`src/rtl/fwd_hazard_ctrl.sv`:
```
// Operand forwarding and hazard control for a 5-stage in-order pipeline.
// The block keeps its own shadow copies of the EX and MEM stage destination
// information. From them it registers the EX operand-mux selects, raises a
// one-cycle load-use stall, and turns a taken branch into a flush. It also
// counts stall and flush events in saturating counters.
//
// There is no valid/ready handshake. stall and flush are combinational
// commands to the surrounding pipeline. The pipeline must obey them in the
// same cycle: hold IF/ID on stall, and squash IF/ID and ID/EX on flush.
module fwd_hazard_ctrl #(
    parameter int CNT_W = 16
) (
    input  logic             clk,
    input  logic             rst,
    input  logic             id_valid,
    input  logic [4:0]       id_rs1,
    input  logic [4:0]       id_rs2,
    input  logic             id_use_rs1,
    input  logic             id_use_rs2,
    input  logic [4:0]       id_rd,
    input  logic             id_reg_write,
    input  logic             id_mem_read,
    input  logic             ex_branch_taken,
    input  logic             cnt_clear,
    output logic [1:0]       fwd_a_sel,
    output logic [1:0]       fwd_b_sel,
    output logic             stall,
    output logic             flush,
    output logic [CNT_W-1:0] stall_cnt,
    output logic [CNT_W-1:0] flush_cnt
);

    localparam logic [1:0] SEL_RF    = 2'b00;
    localparam logic [1:0] SEL_MEMWB = 2'b01;
    localparam logic [1:0] SEL_EXMEM = 2'b10;

    // Shadow EX record
    logic       ex_valid_q, ex_valid_d;
    logic [4:0] ex_rd_q, ex_rd_d;
    logic       ex_reg_write_q, ex_reg_write_d;
    logic       ex_mem_read_q, ex_mem_read_d;

    // Shadow MEM record
    logic       mem_valid_q, mem_valid_d;
    logic [4:0] mem_rd_q, mem_rd_d;
    logic       mem_reg_write_q, mem_reg_write_d;
    logic       mem_mem_read_q, mem_mem_read_d;

    // Registered forwarding selects and event counters
    logic [1:0]       fwd_a_q, fwd_a_d;
    logic [1:0]       fwd_b_q, fwd_b_d;
    logic [CNT_W-1:0] stall_cnt_q, stall_cnt_d;
    logic [CNT_W-1:0] flush_cnt_q, flush_cnt_d;

    // Hazard decode
    logic match_ex_a, match_ex_b;
    logic match_mem_a, match_mem_b;
    logic load_use;
    logic stall_int;
    logic flush_int;
    logic bubble_in;

    // Source matching against the shadow producers. Writes to x0 never count.
    always_comb begin
        match_ex_a  = ex_valid_q && ex_reg_write_q && (ex_rd_q != 5'd0)
                      && (ex_rd_q == id_rs1) && id_use_rs1;
        match_ex_b  = ex_valid_q && ex_reg_write_q && (ex_rd_q != 5'd0)
                      && (ex_rd_q == id_rs2) && id_use_rs2;
        match_mem_a = mem_valid_q && mem_reg_write_q && (mem_rd_q != 5'd0)
                      && (mem_rd_q == id_rs1) && id_use_rs1;
        match_mem_b = mem_valid_q && mem_reg_write_q && (mem_rd_q != 5'd0)
                      && (mem_rd_q == id_rs2) && id_use_rs2;
    end

    // Stall/flush decision. A flush wins over a stall, and reset masks both.
    always_comb begin
        load_use  = id_valid && ex_mem_read_q && (match_ex_a || match_ex_b);
        flush_int = rst && ex_branch_taken;
        stall_int = rst && load_use && !ex_branch_taken;
        bubble_in = !id_valid || stall_int || flush_int;
        stall     = stall_int;
        flush     = flush_int;
    end

    // Next state: shift the records and pick the selects for the instruction now entering EX.
    always_comb begin
        ex_valid_d      = !bubble_in;
        ex_rd_d         = bubble_in ? 5'd0 : id_rd;
        ex_reg_write_d  = bubble_in ? 1'b0 : id_reg_write;
        ex_mem_read_d   = bubble_in ? 1'b0 : id_mem_read;

        mem_valid_d     = ex_valid_q;
        mem_rd_d        = ex_rd_q;
        mem_reg_write_d = ex_reg_write_q;
        mem_mem_read_d  = ex_mem_read_q;

        // The youngest producer (EX) takes priority over MEM.
        fwd_a_d = SEL_RF;
        fwd_b_d = SEL_RF;
        if (!bubble_in) begin
            if (match_ex_a)       fwd_a_d = SEL_EXMEM;
            else if (match_mem_a) fwd_a_d = SEL_MEMWB;
            if (match_ex_b)       fwd_b_d = SEL_EXMEM;
            else if (match_mem_b) fwd_b_d = SEL_MEMWB;
        end
    end

    // Saturating event counters. A clear beats an increment in the same cycle.
    always_comb begin
        stall_cnt_d = stall_cnt_q;
        flush_cnt_d = flush_cnt_q;
        if (cnt_clear) begin
            stall_cnt_d = '0;
            flush_cnt_d = '0;
        end else begin
            if (stall_int && (stall_cnt_q != {CNT_W{1'b1}}))
                stall_cnt_d = stall_cnt_q + CNT_W'(1);
            if (flush_int && (flush_cnt_q != {CNT_W{1'b1}}))
                flush_cnt_d = flush_cnt_q + CNT_W'(1);
        end
    end

    // State registers with asynchronous active-low reset
    always_ff @(posedge clk or negedge rst) begin
        if (!rst) begin
            ex_valid_q      <= 1'b0;
            ex_rd_q         <= 5'd0;
            ex_reg_write_q  <= 1'b0;
            ex_mem_read_q   <= 1'b0;
            mem_valid_q     <= 1'b0;
            mem_rd_q        <= 5'd0;
            mem_reg_write_q <= 1'b0;
            mem_mem_read_q  <= 1'b0;
            fwd_a_q         <= SEL_RF;
            fwd_b_q         <= SEL_RF;
            stall_cnt_q     <= '0;
            flush_cnt_q     <= '0;
        end else begin
            ex_valid_q      <= ex_valid_d;
            ex_rd_q         <= ex_rd_d;
            ex_reg_write_q  <= ex_reg_write_d;
            ex_mem_read_q   <= ex_mem_read_d;
            mem_valid_q     <= mem_valid_d;
            mem_rd_q        <= mem_rd_d;
            mem_reg_write_q <= mem_reg_write_d;
            mem_mem_read_q  <= mem_mem_read_d;
            fwd_a_q         <= fwd_a_d;
            fwd_b_q         <= fwd_b_d;
            stall_cnt_q     <= stall_cnt_d;
            flush_cnt_q     <= flush_cnt_d;
        end
    end

    assign fwd_a_sel = fwd_a_q;
    assign fwd_b_sel = fwd_b_q;
    assign stall_cnt = stall_cnt_q;
    assign flush_cnt = flush_cnt_q;

endmodule

```
`config.mk`:
```
export PLATFORM = sky130hd
export DESIGN_NAME = fwd_hazard_ctrl
export DESIGN_NICKNAME = d
export VERILOG_FILES = /design/src/rtl/fwd_hazard_ctrl.sv
export SDC_FILE = /design/constraint.sdc
export NUM_CORES = 1
export LEC_CHECK = 0
export BUFFER_PORTS_ARGS = -buffer_cell sky130_fd_sc_hd__buf_4
export CAP_MARGIN = 30
export CELL_PAD_IN_SITES_DETAIL_PLACEMENT = 0
export CELL_PAD_IN_SITES_GLOBAL_PLACEMENT = 1
export CORE_AREA = 2 2 84 86
export DETAILED_ROUTE_END_ITERATION = 10
export DIE_AREA = 0 0 86 88
export HOLD_SLACK_MARGIN = 0.02
export PLACE_DENSITY = 0.87
export SLEW_MARGIN = 20
export SYNTH_ARGS = -nofsm -noshare
export SYNTH_HDL_FRONTEND = slang
export SYNTH_SLANG_ARGS = --single-unit
```
`constraint.sdc`:
```
create_clock -name clk -period 4.9 [get_ports clk]
set_input_delay 0.245 -clock clk [delete_from_list [all_inputs] [get_ports clk]]
set_output_delay 0.245 -clock clk [all_outputs]
set_load 0.1 [all_outputs]
```
==> results of run 1 <==
==> area by class of cell <==
class | instances | area, µm²
Timing Repair Buffer | 64 | 483.0
Clock inverter | 1 | 5.005
Inverter | 6 | 22.52
Multi-Input combinational cell | 216 | 1441
Tap cell | 80 | 100.1
Fill cell | 618 | 3239
Clock buffer | 7 | 76.32
Sequential cell | 51 | 1276
==> flip-flops by register name (all words and copies together), names as in the netlist <==
register and flops:
mem_rd_q 5, ex_reg_write_q 1, ex_valid_q 1, flush_cnt 16
mem_reg_write_q 1, mem_valid_q 1, fwd_a_sel 2, stall_cnt 16
ex_rd_q 5, fwd_b_sel 2, ex_mem_read_q 1
==> power breakdown <==
part / total (µW) / internal, µW / switching [µW]
registers: 436 / 428 / 8.33
clock network: 233 / 101 / 133
logic: 81.1 / 30.5 / 50.6
==> routing by layer <==
metal | global-route usage (%) | part of all wire (%)
met1 | 23.56 | 47
met2 | 30.80 | 48
met3 | 2.639 | 3.4
met4 | 6.494 | 1.4
met5 | 0 | 0
==> cell usage after synthesis, types with 7 or more instances <==
library cell	instances
nor2_1	31
nor2b_1	10
a21oi_1	12
and2_1	10
nand3_1	17
dfrtp_1	51
nor3_1	13
nand4_1	13
nor4_1	8
clkbuf_1	7
xor2_1	17
mux2_2	9
nand2_1	14
xnor2_1	16
==> what timing repair did <==
action / 4_1_cts / 5_1_grt
setup endpoints to repair: 0 / 0
hold buffers: 1 / 0
hold endpoints to repair: 51 / 0
==> worst max path at each step <==
| stage | from | to | slack, ps | cells past startpoint |
|---|---|---|---|---|
| after floorplan | ex_rd_q[3] | stall_cnt[14] | 1850 | 6 |
| after global placement | stall_cnt[0] | stall_cnt[13] | 2570 | 6 |
| after detailed placement | stall_cnt[1] | stall_cnt[11] | 2490 | 6 |
| after CTS | rst | stall | 2170 | 6 |
| after global routing | rst | stall | 2030 | 6 |
| final | rst | stall | 2230 | 6 |
==> through the flow <==
step | total power (µW) | cell area, µm²
3_3_place_gp | 524.7 | 3313
4_1_cts | 758.5 | 3405
2_1_floorplan | 488.4 | 2781
6_report | 750.7 | 3405
3_5_place_dp | 526.3 | 3313
5_1_grt | 784.0 | 3405
==> logic make-up after synthesis <==
group / count (synthesis) / synth area share (%)
mux: 11 / 4.364
buf+inv: 16 / 2.294
flops: 51 / 45.88
xor+xnor: 33 / 10.39
compound gates: 32 / 8.548
fa+ha+maj: 2 / 0.8995
simple gates: 138 / 27.62
==> worst max-delay path, stage by stage <==
cell and delay [ps]:
dlygate4sd3_1 530, buf_4 540, and4b_1 350, nand2_1 190
nor2_1 220, buf_4 330
==> results by stage, run 1 <==
Clocking:
- The tree is rooted in a clkbuf_8.
- The CTS sink count is 51.
- The count of instances resized after the clock tree is built is 0.
- Buffers added to address setup during post-CTS repair amount to 0.
- The clock reaches the later pin of the worst-skew pair after 300 ps.
- After clock tree synthesis, the clock-pin slew on the worst setup and hold paths is 80 ps.
- The largest buffer count on any clock path is 2.
- Buffers inserted during clock tree synthesis total 5.
- The maximum level of the CTS H-tree is 2.
- The clock tree from TritonCTS is built.

Critical path:
- The worst setup path is of the primary input to primary output kind.
- The worst register-to-register path ends at stall_cnt[2].
- The required arrival time at the worst endpoint is between 4000 and 5000 ps.
- The minimum setup slack among reg-to-reg paths is 2470 ps.
- The count of cells along the worst register-to-register path is 6.
- Of all nets on the critical path, the largest fanout is 54.
- The arrival time reported for the critical path endpoint is 2430 ps.
- The startpoint type of the worst setup path is a primary input.
- STA classifies the critical path endpoint as a primary output.
- The critical register-to-register path startpoint is stall_cnt[0].

Timing:
- Adding up every negative setup slack in the final design gives 0 ps.
- The count of final setup violators is 0.
- The post-layout worst setup margin is 2229 ps.
- The relative slew slack is 41.02%.
- The total count of hold-check failures in the final report was 0.
- Setup repair after global routing left no endpoint under its margin.
- The transition time at the pin with the least slew margin is 884.7 ps.
- The final critical-path required period is 2671 ps.
- The worst hold slack after final layout is roughly 150 ps.
- Timing would allow up to about 370 MHz.
- The final-report max-slew violation count was 0.
- For the final database, setup skew stands at around 11 ps.
- After layout, the worst path uses ~55% of the clock period.

Global route:
- The total global routing track utilization is 18.09%.
- The via count of the first global-routing pass is between 2000 and 2500.
- The number of antenna violations at the first check in global routing is 0.
- Entering global routing, the biggest net connects 55 pins.
- The first global-routing pass estimated between 10000 and 15000 µm of wire.
- The residual overflow from global routing is 0.

Detailed routing:
- The number of DRC violations after detailed routing is 0.
- The wire length reported by the detailed router is 6486 µm.
- In this run, the number of DRC markers left after iteration 0 of detailed routing was 120.
- The via count is 2314.
- The number of search-and-repair iterations in the first detailed-routing pass is 4.
- The post-detailed-route count of antenna-violating nets is 0.
- The via count normalized by instance count is 5.445.
- The average routed wire per standard cell is 15.26 µm.

Placed design:
- Prior to clock tree synthesis, the placed netlist has a worst setup slack of 2489 ps.
- Once detailed placement completed, the half-perimeter wirelength came to 4654 µm.
- The number of placed instances, taps included is 416.
- The congestion estimate from routability-driven global placement came to 0.8558.
- The count of buffers inserted at the top-level ports is 61.

Yosys:
- The gate count of the mapped netlist is about 280.
- Dividing the synthesized area by the synthesized cell count gives a little under 10 µm².
- The biggest area contributor in the post-synthesis netlist is dfrtp_1.
- For this run, asynchronously set or reset flops after synthesis account for 100.0%.
- The synthesized design contains 0 enable-type register cells.
- In this run the cell area of the synthesized design comes to 2781 µm².
- The most used flip-flop cell after synthesis is dfrtp_1.
- The fraction of post-synthesis cell area in the top cell type by area is 45.88%.
- In this run, synthesis produced a sequential element count of 51.
- Yosys attributes the largest share of cell area to dfrtp_1, xor2_1, xnor2_1, nor2_1, mux2_2.
- The count of cell types in the netlist is 40.
- The net count after synthesis is 309.
- The share of the yosys chip area belonging to registers is 45.88%.
- During synthesis, Yosys emitted a total of 0 warnings.

Floorplanning:
- The initial core utilization is 41.86%.
- The floorplan step set the die height to 88 µm.
- The core region is roughly 6600 µm².
- 62 I/O pins were placed.
- The floorplan step defined a die boundary enclosing 7568 µm².
- The row count is 30.
- In this run the horizontal extent of the chip is 86 µm.

Layout:
- The ratio of cells with drive above 1 in the final layout is 24.64%.
- The number of nets in the layout is 370.
- Relative to the synthesized area, the layout overhead comes to 22.40%.
- The core utilization of the finished layout is about half.
- The library cell used most frequently in the layout, excluding fill and tap cells, is buf_4.
- 0 antenna diodes ended up in the layout.
- The count of placed standard cells in the final layout, fillers left out is 425.
- In the layout the commonest cells are buf_4, dfrtp_1, nor2_1, xor2_1, nand3_1.

Hold path:
- The worst hold path terminates at ex_rd_q[4].
- The class of the tightest hold or removal check is primary input to register.
- The worst hold path startpoint is id_rd[4].
- The worst hold path passes through 2 cells.

Flow run:
- The tool flagged a number of max-cap violations equal to 0.

Power:
- The static leakage power is ~0.0015 µW.
- For this design the ratio of total power to cell area is around 220 nW/µm².
- The maximum ir drop on the vdd rail is 0.09623 mV.

Outcome:
- The run finished with clean final reports.
No activity file was read; power rests on OpenSTA's default activity.
==> run 2, diff against run 1 <==
CORE_AREA = 2 2 90 92   (was 2 2 84 86)
DIE_AREA = 0 0 92 94   (was 0 0 86 88)
PLACE_DENSITY = 0.8   (was 0.87)
clock period = 2.3 ns   (was 4.9 ns; I/O delays follow)
==> run 2 against run 1 <==
Net effect: sequential share of layout area is 1.5 points lower; clock power grew to 2.7 times the previous value; wire length is 1.5% higher; clock-buffer cell count is 2 lower; design area is 6.6% higher; first-iteration DRC count is 28% lower; critical path depth stayed put; largest cell class unchanged.
==> results by stage, run 2 (same netlist as run 1, synthesis figures left out) <==
Floorplanning:
- After floorplanning, the core was divided into 32 placement rows.
- For this configuration, the core starts out at a cell density of about 37%.
- The die is between 90 and 100 µm wide.
- The overall die height is ~94 µm.
- In this run the count of I/O pins placed on the die edge is 62.
- The floorplan step defined a core boundary enclosing 7607 µm².
- The die covers 8648 µm².

Critical path:
- The critical path is of the register to primary output type.
- The largest driver fanout on the critical path is 19.
- Counting both buffers and inverters, the worst setup path holds a total of 2.
- STA classifies the critical path startpoint as a register.
- The largest individual stage delay along the critical path comes from the cell dfrtp_1.
- The arrival time reported for the critical path endpoint is 2060 ps.
- The longest individual stage delay on the worst path is ~430 ps.
- Traced cell by cell, the critical path runs through xor2_1 -> nor4_4 -> a32oi_2 -> buf_12 -> nor2_4 -> buf_4.
- For the worst setup path, the data required time is 2180 ps.
- The sort of element at the end of the critical path is a primary output.
- The largest delay contributor family on the critical path is buffers and inverters.

Global route:
- Entering global routing, the biggest net connects 42 pins.
- The most crowded layer after global routing is met2.
- The first-pass GRT wire length is 11270 µm.
- The number of antenna violations at the first check in global routing is 0.
- For this run, the total global-route usage over all layers was measured as 16.19%.
- The via count of the first global-routing pass came to 2300.
- Global routing consumed, on the met3 layer, 3.612% of the routing resources.
- Global routing used 20.75% of the available met1 tracks.
- For met2 alone, demand over resource in global routing was 27.88%.
- Global routing finished with a remaining overflow of 0.

Detailed routing:
- The average routed wire per standard cell is 14.32 µm.
- For this block, the routed nets add up to ~6600 µm of wire.
- The detailed router finished its first iteration with 87 violations.
- The post-detailed-route count of antenna-violating nets is 0.
- The via count is 2356.
- For this run, design rule violations remaining after detail routing come to 0.
- In the routed layout, each cell is associated on average with a via count of between 5 and 6.
- The first detailed-routing pass ran for 4 iterations.

Clocking:
- In this run the deepest clock path goes through 2 buffers.
- The CTS sink count is 51.
- The maximum level of the CTS H-tree is 2.
- The register clock-pin slew on the reported worst setup and hold paths is 100 ps.
- The root buffer cell chosen for the clock tree is clkbuf_8.
- Buffers inserted during clock tree synthesis total 5.
- The latest clock arrival within the worst-skew pair is 310 ps.
- TritonCTS built the clock tree.

Power:
- Dividing total power by cell area gives a power density of 483.6 nW/µm².
- In this run the static leakage power is between 0.0015 and 0.002 µW.
- The maximum ir drop on the vdd rail is 0.2599 mV.

Layout:
- The sequential cell area is 1305 µm².
- The number of antenna cells inserted is 0.
- The core utilization of the finished layout is 47.71%.
- After filler insertion, the fill cell instance count of the layout stands at 738.
- The top cell types in the final layout, fill and taps aside, are buf_4, dfrtp_1, nor2_1.
- The most common library cell in the layout ignoring fill and taps is buf_4.
- The count of placed standard cells in the final layout, fillers left out is 460.
- The area occupied by multi-input gates is between 1000 and 1500 µm².
- The ratio of cells with drive above 1 in the final layout is between 30% and 40%.
- Relative to the synthesized area, the layout overhead comes to 30.50%.
- The final layout contains 383 nets.

Timing:
- The final-report max-slew violation count was 0.
- After layout, the worst path uses 94.65% of the clock period.
- Between clock sinks in the finished design, the worst skew comes to 10.56 ps.
- Setup violations remaining at the end of the flow were counted as 0.
- Setup repair after global routing left no endpoint under its margin.
- The routed design could run at a clock period as short as 2177 ps.
- The transition time at the pin with the least slew margin is 481.4 ps.
- Static timing analysis puts the maximum clock frequency at 459.4 MHz.
- In this run the tightest slew margin relative to its limit is 67.89%.
- Setup total negative slack on the finished layout was measured at 0 ps.
- The total count of hold-check failures in the final report is 0.

Hold path:
- In this run the worst hold path is classified as primary input to register.

Flow run:
- Across the run, the number of max-cap violations was 0.

Outcome:
- The flow ran to the end, and the final reports show no timing, DRC or antenna violations.

Placed design:
- Routability-driven placement finished with a final weighted congestion of about 0.84.
- The number of placed instances, taps included, is 445.
- The count of buffers added on input and output ports is a little over 60.
- Once detailed placement completed, the half-perimeter wirelength came to approximately 4900 µm.
-- run 2: cell count changes in the layout (fill, tap and decap cells not counted), moves of 2 or more --
cell / previous run / this run
dfrtp_1: 51 / 32
dfrtp_2: 0 / 17
buf_4: 63 / 69
dlygate4sd3_1: 1 / 7
clkbuf_1: 2 / 0
dfrtp_4: 0 / 2
-- run 2: worst register-to-register path, delay by kind of cell (launching register included) --
kind	cells	cell delay, ps
AND/OR/NAND/NOR	2	670
flip-flops	1	430
multiplexers	1	370
XOR/XNOR	1	200
AO/OA/AOI/OAI	1	190
buffers and inverters	1	180
-- run 2: metal layers --
| layer | up-vias | wire length (µm) |
|---|---|---|
| li1 | 1169 | - |
| met1 | 1130 | 2965 |
| met2 | 48 | 3261 |
| met3 | 9 | 299 |
| met4 | 0 | 61 |
| met5 | - | 0 |
-- run 2: stage by stage --
| step | area (µm²) | setup slack [ps] | power, µW | hold slack [ps] |
|---|---|---|---|---|
| finish | 3630 | 123.0 | 1755 | 29.86 |
| global route | 3630 | 7.102 | 1837 | 33.11 |
| CTS | 3627 | 106.5 | 1780 | 33.94 |
| detailed placement | 3442 | 186.4 | 1128 | -0.5801 |
| global placement | 3442 | 212.3 | 1125 | 1.889 |
| floorplan | 2818 | 6.636 | 1041 | -180.6 |
-- run 2: timing repair --
item	CTS	global route
setup endpoints to repair	0	1
resized for setup	0	1
hold endpoints to repair	21	0
setup buffers	0	0
hold buffers	7	0
-- run 2: area by class of cell --
class	count	share of cell area, %
Clock buffer	5	1.896
Clock inverter	3	1.275
Inverter	6	0.6205
Multi-Input combinational cell	216	39.99
Sequential cell	51	35.95
Tap cell	102	3.516
Timing Repair Buffer	77	16.75
-- run 2: where the power goes --
group | switching (µW) | internal, µW | total [µW]
combinational | 113 | 76.3 | 189
clock | 310 | 328 | 638
sequential | 16.1 | 912 | 928
-- run 2: final timing paths --
kind | start | endpoint | slack [ps] | cells after the start
max in group asynchronous | rst | stall_cnt[1] | 1330 | 3
max | ex_rd_q[3] | stall | 120 | 6
min | id_mem_read | ex_mem_read_q | 30 | 2
min in group asynchronous | rst | mem_rd_q[0] | 200 | 2
max reg2reg | ex_rd_q[3] | stall_cnt[4] | 160 | 6
min reg2reg | ex_valid_q | mem_valid_q | 380 | 0
